==> src/rtl/imm_decode_stage.sv <==
// rtl/imm_decode_stage.sv - decode stage feeding the ext immediate extender
// Opcode decode on accept, 2-entry skid buffer of decoded fields, wrapping pop counter.
module imm_decode_stage (
  input  logic        clk,
  input  logic        reset,
  input  logic        flush,
  input  logic        in_valid,
  output logic        in_ready,
  input  logic [31:0] in_instr,
  input  logic [31:0] in_pc,
  output logic        out_valid,
  input  logic        out_ready,
  output logic [15:0] out_imm,
  output logic [1:0]  out_EOp,
  output logic [31:0] out_pc,
  output logic        out_illegal,
  output logic [15:0] out_count
);

  typedef enum logic [1:0] {
    ST_EMPTY = 2'd0,
    ST_ONE   = 2'd1,
    ST_TWO   = 2'd2
  } state_t;

  typedef struct packed {
    logic [15:0] imm;
    logic [1:0]  eop;
    logic [31:0] pc;
    logic        illegal;
  } entry_t;

  state_t      state_q, state_d;
  entry_t      head_q, head_d;
  entry_t      tail_q, tail_d;
  entry_t      dec_entry;
  logic        in_ready_q, in_ready_d;
  logic [15:0] count_q, count_d;
  logic        push, pop;
  logic        unused_rs_rt;

  // rs/rt fields play no part in immediate extension
  assign unused_rs_rt = ^in_instr[25:16];

  always_comb begin
    dec_entry.imm     = in_instr[15:0];
    dec_entry.eop     = 2'b00;
    dec_entry.pc      = in_pc;
    dec_entry.illegal = 1'b0;
    case (in_instr[31:26])
      6'b001001, 6'b001010, 6'b100011, 6'b101011: dec_entry.eop = 2'b00;
      6'b001100, 6'b001101:                       dec_entry.eop = 2'b01;
      6'b001111:                                  dec_entry.eop = 2'b10;
      6'b000100, 6'b000101:                       dec_entry.eop = 2'b11;
      6'b000000:                                  dec_entry.imm = 16'h0000;
      default:                                    dec_entry.illegal = 1'b1;
    endcase
  end

  assign push = in_valid & in_ready_q;
  assign pop  = (state_q != ST_EMPTY) & out_ready;

  always_comb begin
    state_d = state_q;
    head_d  = head_q;
    tail_d  = tail_q;
    count_d = pop ? count_q + 16'd1 : count_q;
    // A pop during flush is still a completed handshake, so count_d ignores flush
    if (flush) begin
      state_d = ST_EMPTY;
    end else begin
      case (state_q)
        ST_EMPTY: begin
          if (push) begin
            head_d  = dec_entry;
            state_d = ST_ONE;
          end
        end
        ST_ONE: begin
          if (push && pop) begin
            head_d = dec_entry;
          end else if (push) begin
            tail_d  = dec_entry;
            state_d = ST_TWO;
          end else if (pop) begin
            state_d = ST_EMPTY;
          end
        end
        ST_TWO: begin
          if (pop) begin
            head_d  = tail_q;
            state_d = ST_ONE;
          end
        end
        default: state_d = ST_EMPTY;
      endcase
    end
    in_ready_d = (state_d != ST_TWO);
  end

  always_ff @(posedge clk) begin
    if (!reset) begin
      state_q    <= ST_EMPTY;
      head_q     <= '0;
      tail_q     <= '0;
      in_ready_q <= 1'b1;
      count_q    <= 16'd0;
    end else begin
      state_q    <= state_d;
      head_q     <= head_d;
      tail_q     <= tail_d;
      in_ready_q <= in_ready_d;
      count_q    <= count_d;
    end
  end

  assign in_ready    = in_ready_q;
  assign out_valid   = (state_q != ST_EMPTY);
  assign out_imm     = head_q.imm;
  assign out_EOp     = head_q.eop;
  assign out_pc      = head_q.pc;
  assign out_illegal = head_q.illegal;
  assign out_count   = count_q;

endmodule

==> config.mk <==
export PLATFORM = sky130hd
export DESIGN_NAME = imm_decode_stage
export DESIGN_NICKNAME = d
export VERILOG_FILES = /design/src/rtl/imm_decode_stage.sv
export SDC_FILE = /design/constraint.sdc
export NUM_CORES = 1
export LEC_CHECK = 0
export ABC_AREA = 1
export CAP_MARGIN = 20
export CORE_UTILIZATION = 48
export DETAILED_ROUTE_END_ITERATION = 16
export GPL_ROUTABILITY_DRIVEN = 0
export HOLD_SLACK_MARGIN = 0.1
export PLACE_DENSITY = 0.79
export SLEW_MARGIN = 25
export SYNTH_ARGS = -nofsm -noshare
export SYNTH_HDL_FRONTEND = slang
export SYNTH_SLANG_ARGS = --single-unit
==> constraint.sdc <==
create_clock -name clk -period 1.81 [get_ports clk]
set_input_delay 0.362 -clock clk [delete_from_list [all_inputs] [get_ports clk]]
set_output_delay 0.362 -clock clk [all_outputs]
set_load 0.01 [all_outputs]
Yosys cells after proc, flatten, opt, wreduce, memory -nomap -nowiden
Cells that the tools add are included.
{"block": "word_totals", "ff_bits": 121, "word_cells": 55}
{"block": "op_classes", "eq_ne": 15, "mux": 14, "add_sub_neg": 1, "bitwise_logic": 4, "reduce_logical": 10}
{"op": "2-to-1 mux 51 bit", "count": 3}
{"op": "one-hot mux 51 bit (3 select lines)", "count": 1}
{"op": "== test 6 x 4 -> 1 bit (second input constant)", "count": 5}
{"op": "adder 16 x 1 -> 16 bit (second input constant)", "count": 1}
{"op": "2-to-1 mux 16 bit", "count": 1}
{"op": "== test 6 x 3 -> 1 bit (second input constant)", "count": 2}
{"op": "== test 6 bit (second input constant)", "count": 2}
{"op": "2-to-1 mux 2 bit", "count": 6}
{"op": "one-hot mux 2 bit (3 select lines)", "count": 2}
{"op": "OR reduction 10 bit", "count": 1}
{"op": "inequality test 2 bit (second input constant)", "count": 4}
{"op": "zero test 6 bit", "count": 1}
{"op": "AND reduction 5 bit", "count": 1}
{"op": "AND reduction 4 bit", "count": 1}
{"op": "OR reduction 2 bit", "count": 2}
{"op": "nonzero test 3 bit", "count": 1}
{"op": "bitwise AND 1 bit", "count": 2}
{"op": "== test 2 x 1 -> 1 bit (second input constant)", "count": 1}
{"op": "== test 2 bit (second input constant)", "count": 1}
{"op": "zero test 2 bit", "count": 1}
{"op": "inverter 1 bit", "count": 2}
{"op": "nonzero test 2 bit", "count": 1}
{"op": "logical AND 1 bit", "count": 1}
{"op": "2-to-1 mux 1 bit", "count": 1}

Longest topological paths before layout
{"block": "logic_depth", "ltp_word": 8, "ltp_mapped": 9, "depth_no_buf": 8}

Least setup slack after synthesis
OpenSTA, ideal clock, no wires.
{"block": "synth_path", "path_type": "register to register", "from": "register in_ready_q, in the netlist in_ready", "to": "register tail_q[38] (netlist bit)", "setup_slack_ns": 0.550, "arrival_ns": 1.128, "setup_time_ns": 0.133, "stages_incl_launch_ff": 7, "t_required_ns": 1.677, "path_cell_list": "dfxtp_1 nand2_1 inv_2 nand3_2 nor3_4 clkbuf_1 a21oi_1"}
{"block": "synth_via", "elab_chain_cells": 4}
{"element": "start, declared", "line_no": "37", "rtl": "logic in_ready_q, in_ready_d;"}
{"element": "start signal, assigned", "line_no": "112", "rtl": "in_ready_q <= in_ready_d;"}
{"element": "bitwise AND 1 bit *", "line_no": "60", "rtl": "assign push = in_valid & in_ready_q;"}
{"element": "logical AND 1 bit", "line_no": "80", "rtl": "if (push && pop) begin"}
{"element": "inverter 1 bit (no line)"}
{"element": "AND reduction 4 bit (no line) *"}
{"element": "end signal, assigned", "line_no": "111", "rtl": "tail_q <= tail_d;"}
{"element": "end, declared", "line_no": "35", "rtl": "entry_t tail_q, tail_d;"}
Every way passes the cells marked *; elsewhere a longest branch is shown, timed or not.
A chain may end at the register's enable or synchronous reset.

Worst setup path in the final report
{"block": "layout_path", "from": "register in_ready_q, in the netlist in_ready", "to": "output in_ready"}
{"element": "end, declared", "line_no": "8", "rtl": "output logic in_ready,"}
No word-level cell between the ends.

==> results.md <==
- Status: finished, final reports clean
- Post-detailed-route wirelength per cell: 13.2 um
- Gr usage total: 24.0%
- Diodes inserted: 0
- Share of the clock period used by the worst path: 97.8%
- Post-synthesis instance area: around 5000 sq um
- Final setup TNS: 0 ps
- Share of layout cells above drive strength 1: 9.02%
- Standard-cell row count: 37
- Pin count of the biggest net entering global routing: 58
- Via count of the first global-routing pass: 4776
- Relative slew slack: ~79%
- Switching Fraction: 22.6%
- Worst path max stage delay: 550 ps
- Number of nets with antenna violations after routing: 0
- Max Freq: 565 MHz
- Cell chosen for the clock root: sky130_fd_sc_hd__clkbuf_8
- Cell accounting for the most synthesized area: sky130_fd_sc_hd__dfxtp_1
- Total of max-cap violations: 0
- Proportion of power drawn by the clock network: a little under 50%
- Maximum clock insertion buffer count: 2
- Ranking of synthesized cells by instance count: sky130_fd_sc_hd__dfxtp_1, sky130_fd_sc_hd__o21ai_1, sky130_fd_sc_hd__a21oi_1
- CP startpoint: in_ready
- Most used standard cell by instance count after synthesis: sky130_fd_sc_hd__dfxtp_1
- Signal arrival time at the worst endpoint: between 1000 and 1500 ps
- Net Switching: ~0.0016 W
- Final cell area excluding filler cells: 7230 sq um
- Die Y-Extent: about 110 um
- Worst-Skew Late Latency: 510 ps
- Net total in the final layout: 903
- Fraction of registers with async set or reset after synthesis: 0%
- Total global routing overflow: 0
- TritonCTS clock tree: yes
- Share of the synthesized area in the top cell type: 47.3%
- Relative contribution of sequential cells to total power: 40.7%
- Clock transition at the registers of the reported paths: 60 ps
- Core footprint: 10300 sq um
- Chain of cells forming the critical path: clkdlybuf4s50_1
- Leakage power summed over all cells: approximately 3.2 nW
- Total number of H-tree levels: 4
- DP Area: approximately 6600 sq um
- Post-Syn Area per Cell: approximately 7.2 sq um
- FF-to-FF setup slack: around 400 ps
- Final setup viols: 0
- Number of cell instances on the worst register-to-register path: 8
- Worst hold-check slack: roughly 220 ps
- Period minus WS final: 1770 ps
- Cell type group with the largest total delay on the critical path: buffers and inverters
- Fin. Hold Viols: 0
- Final routed wirelength across all metal layers: around 13 mm
- Logic depth of the worst setup path including buffers: 1
- Count of state elements after synthesis: 121
- Chip width: 105 um
- Number of nets in the synthesized netlist: between 700 and 800
- Areal power density over the cells: 963 nW/um^2
- Total buffers and inverters traversed by the critical path: 1
- Post-Synthesis Cells: 710
- Max stage delay cell, worst path: sky130_fd_sc_hd__clkdlybuf4s50_1
- Peak supply drop: between 0.5 and 0.6 mV
- First-pass GRT wire length: 21.5 mm
- Number of I/O port buffers: 127
- Warnings from Yosys: 0
- Sequential-to-total area share from yosys stat: a little under half
- Top fanout value on the critical path: 2
- Slew of the pin with the lowest slew margin: 313 ps
- Number of pins exceeding their max-slew limit in the final report: 0
- Internal power component: 0.00539 W
- Path type of the worst setup path: register to primary output
- Post-synth top flop: sky130_fd_sc_hd__dfxtp_1
- Number of primary I/O pins: 138
- Critical Path Sink Type: primary output
- Core occupancy in the finished layout: 70.0%
- Number of search-and-repair iterations in the first detailed-routing pass: 6
- Initial core utilization: approximately half
- Critical Path Sink: in_ready
- Vias per inst: approximately 5.2
- Unrepaired setup endpoints after global routing: false
- Via count of the routed design: 5107
- Endpoint of the lowest-slack register-to-register path: out_pc[19]
- Number of clock sinks seen by CTS: 121
- Synth-to-layout area growth: 41.1%
- Antenna violations before repair: 0
- Logic pwr share: 11.1%
- Type of the tightest min-delay check: primary input to register
- Count of flip-flops with a built-in enable after synthesis: 0
- Synth cell types: 27
- Worst reg2reg path startpoint: state_q[1]
- Dominant cells by area after synthesis: sky130_fd_sc_hd__dfxtp_1, sky130_fd_sc_hd__o21ai_1, sky130_fd_sc_hd__a21oi_1
- DRC violation count after routing: 0
- Estimated wirelength of the detail-placed design: 8.36 mm
- CP startpoint kind: register
- Total die area: about 11000 sq um
- Clock skew: a little under 9 ps
- Worst setup margin: just under 40 ps
- Initial DRC count: 268
- Required time of the critical path: 1450 ps
- Setup Slack @ Placement: -72.1 ps
- Total CTS buffers: 17
==> stage by stage <==
| stage | cells | power (W) |
|---|---|---|
| floorplan | 710 | 0.00324 |
| global placement | 950 | 0.00364 |
| detailed placement | 950 | 0.00366 |
| CTS | 979 | 0.00701 |
| global route | 979 | 0.00721 |
| finish | 979 | 0.00696 |
==> registers in the layout (all words and copies together), names as in the netlist <==
register,count
tail_q,51
out_pc,32
out_count,16
out_imm,16
out_EOp,2
state_q,2
in_ready,1
out_illegal,1
==> cell type report <==
| type | count | area, sq um |
|---|---|---|
| clock buffer | 21 | 469 |
| clock inverter | 8 | 120 |
| fill | 804 | 3090 |
| inverter | 64 | 240 |
| multi-input combinational | 478 | 2240 |
| sequential | 121 | 2430 |
| tap | 136 | 170 |
| timing repair buffer | 151 | 1560 |
==> logic make-up after synthesis <==
group | count (synthesis) | share of synthesized area [%]
buffers and inverters | 111 | 9.11
AO/OA/AOI/OAI | 244 | 24.0
flip-flops | 121 | 47.3
AND/OR/NAND/NOR | 233 | 19.4
adder cells (fa/ha/maj) | 1 | 0.244
==> layout by cell type (no fill, tap or decap), drive strengths merged, types with 2 or more instances in the layout <==
master           n
clkinv           3
o21ai          144
clkdlybuf4s50   99
dfxtp          121
buf             25
nor3             3
clkbuf          21
nand3           30
bufinv           3
nor2            99
dlygate4sd2     10
a21oi           98
nand4            5
nand2           92
nand3b           2
clkinvlp         2
dlymetal6s2s    17
inv             64
==> per-layer routing <==
metal | global-route usage, % | part of all wire [%]
met1 | 29.3 | 44
met2 | 40.2 | 50
met3 | 6.37 | 4.5
met4 | 9.46 | 1.9
met5 | 0 | 0
==> worst min-delay path by stage <==
stage          startpoint    endpoint  slack, ps  depth (start not counted)
2_1_floorplan  tail_q[12]  tail_q[12]        430                          2
3_3_place_gp   tail_q[28]  tail_q[28]        440                          2
3_5_place_dp   tail_q[24]  tail_q[24]        440                          2
4_1_cts             reset  tail_q[16]        210                          3
5_1_grt             reset  out_pc[16]        220                          3
6_report            reset  tail_q[16]        220                          3
==> what timing repair did <==
| item | 4_1_cts | 5_1_grt |
|---|---|---|
| hold buffers | 0 | 0 |
| resized for setup | 15 | 18 |
| pin swaps | 0 | 0 |
| buffers inserted | 0 | 0 |
| endpoints found under the setup margin | 12 | 18 |
==> power groups by stage <==
stage | logic (W) | registers, W | clock network, W
floorplan | 0.000323 | 0.00292 | 0
global placement | 0.000760 | 0.00288 | 0
detailed placement | 0.000774 | 0.00289 | 0
CTS | 0.000780 | 0.00283 | 0.00340
global route | 0.000850 | 0.00284 | 0.00352
finish | 0.000773 | 0.00283 | 0.00336
Power figures use the tool's default switching activity.
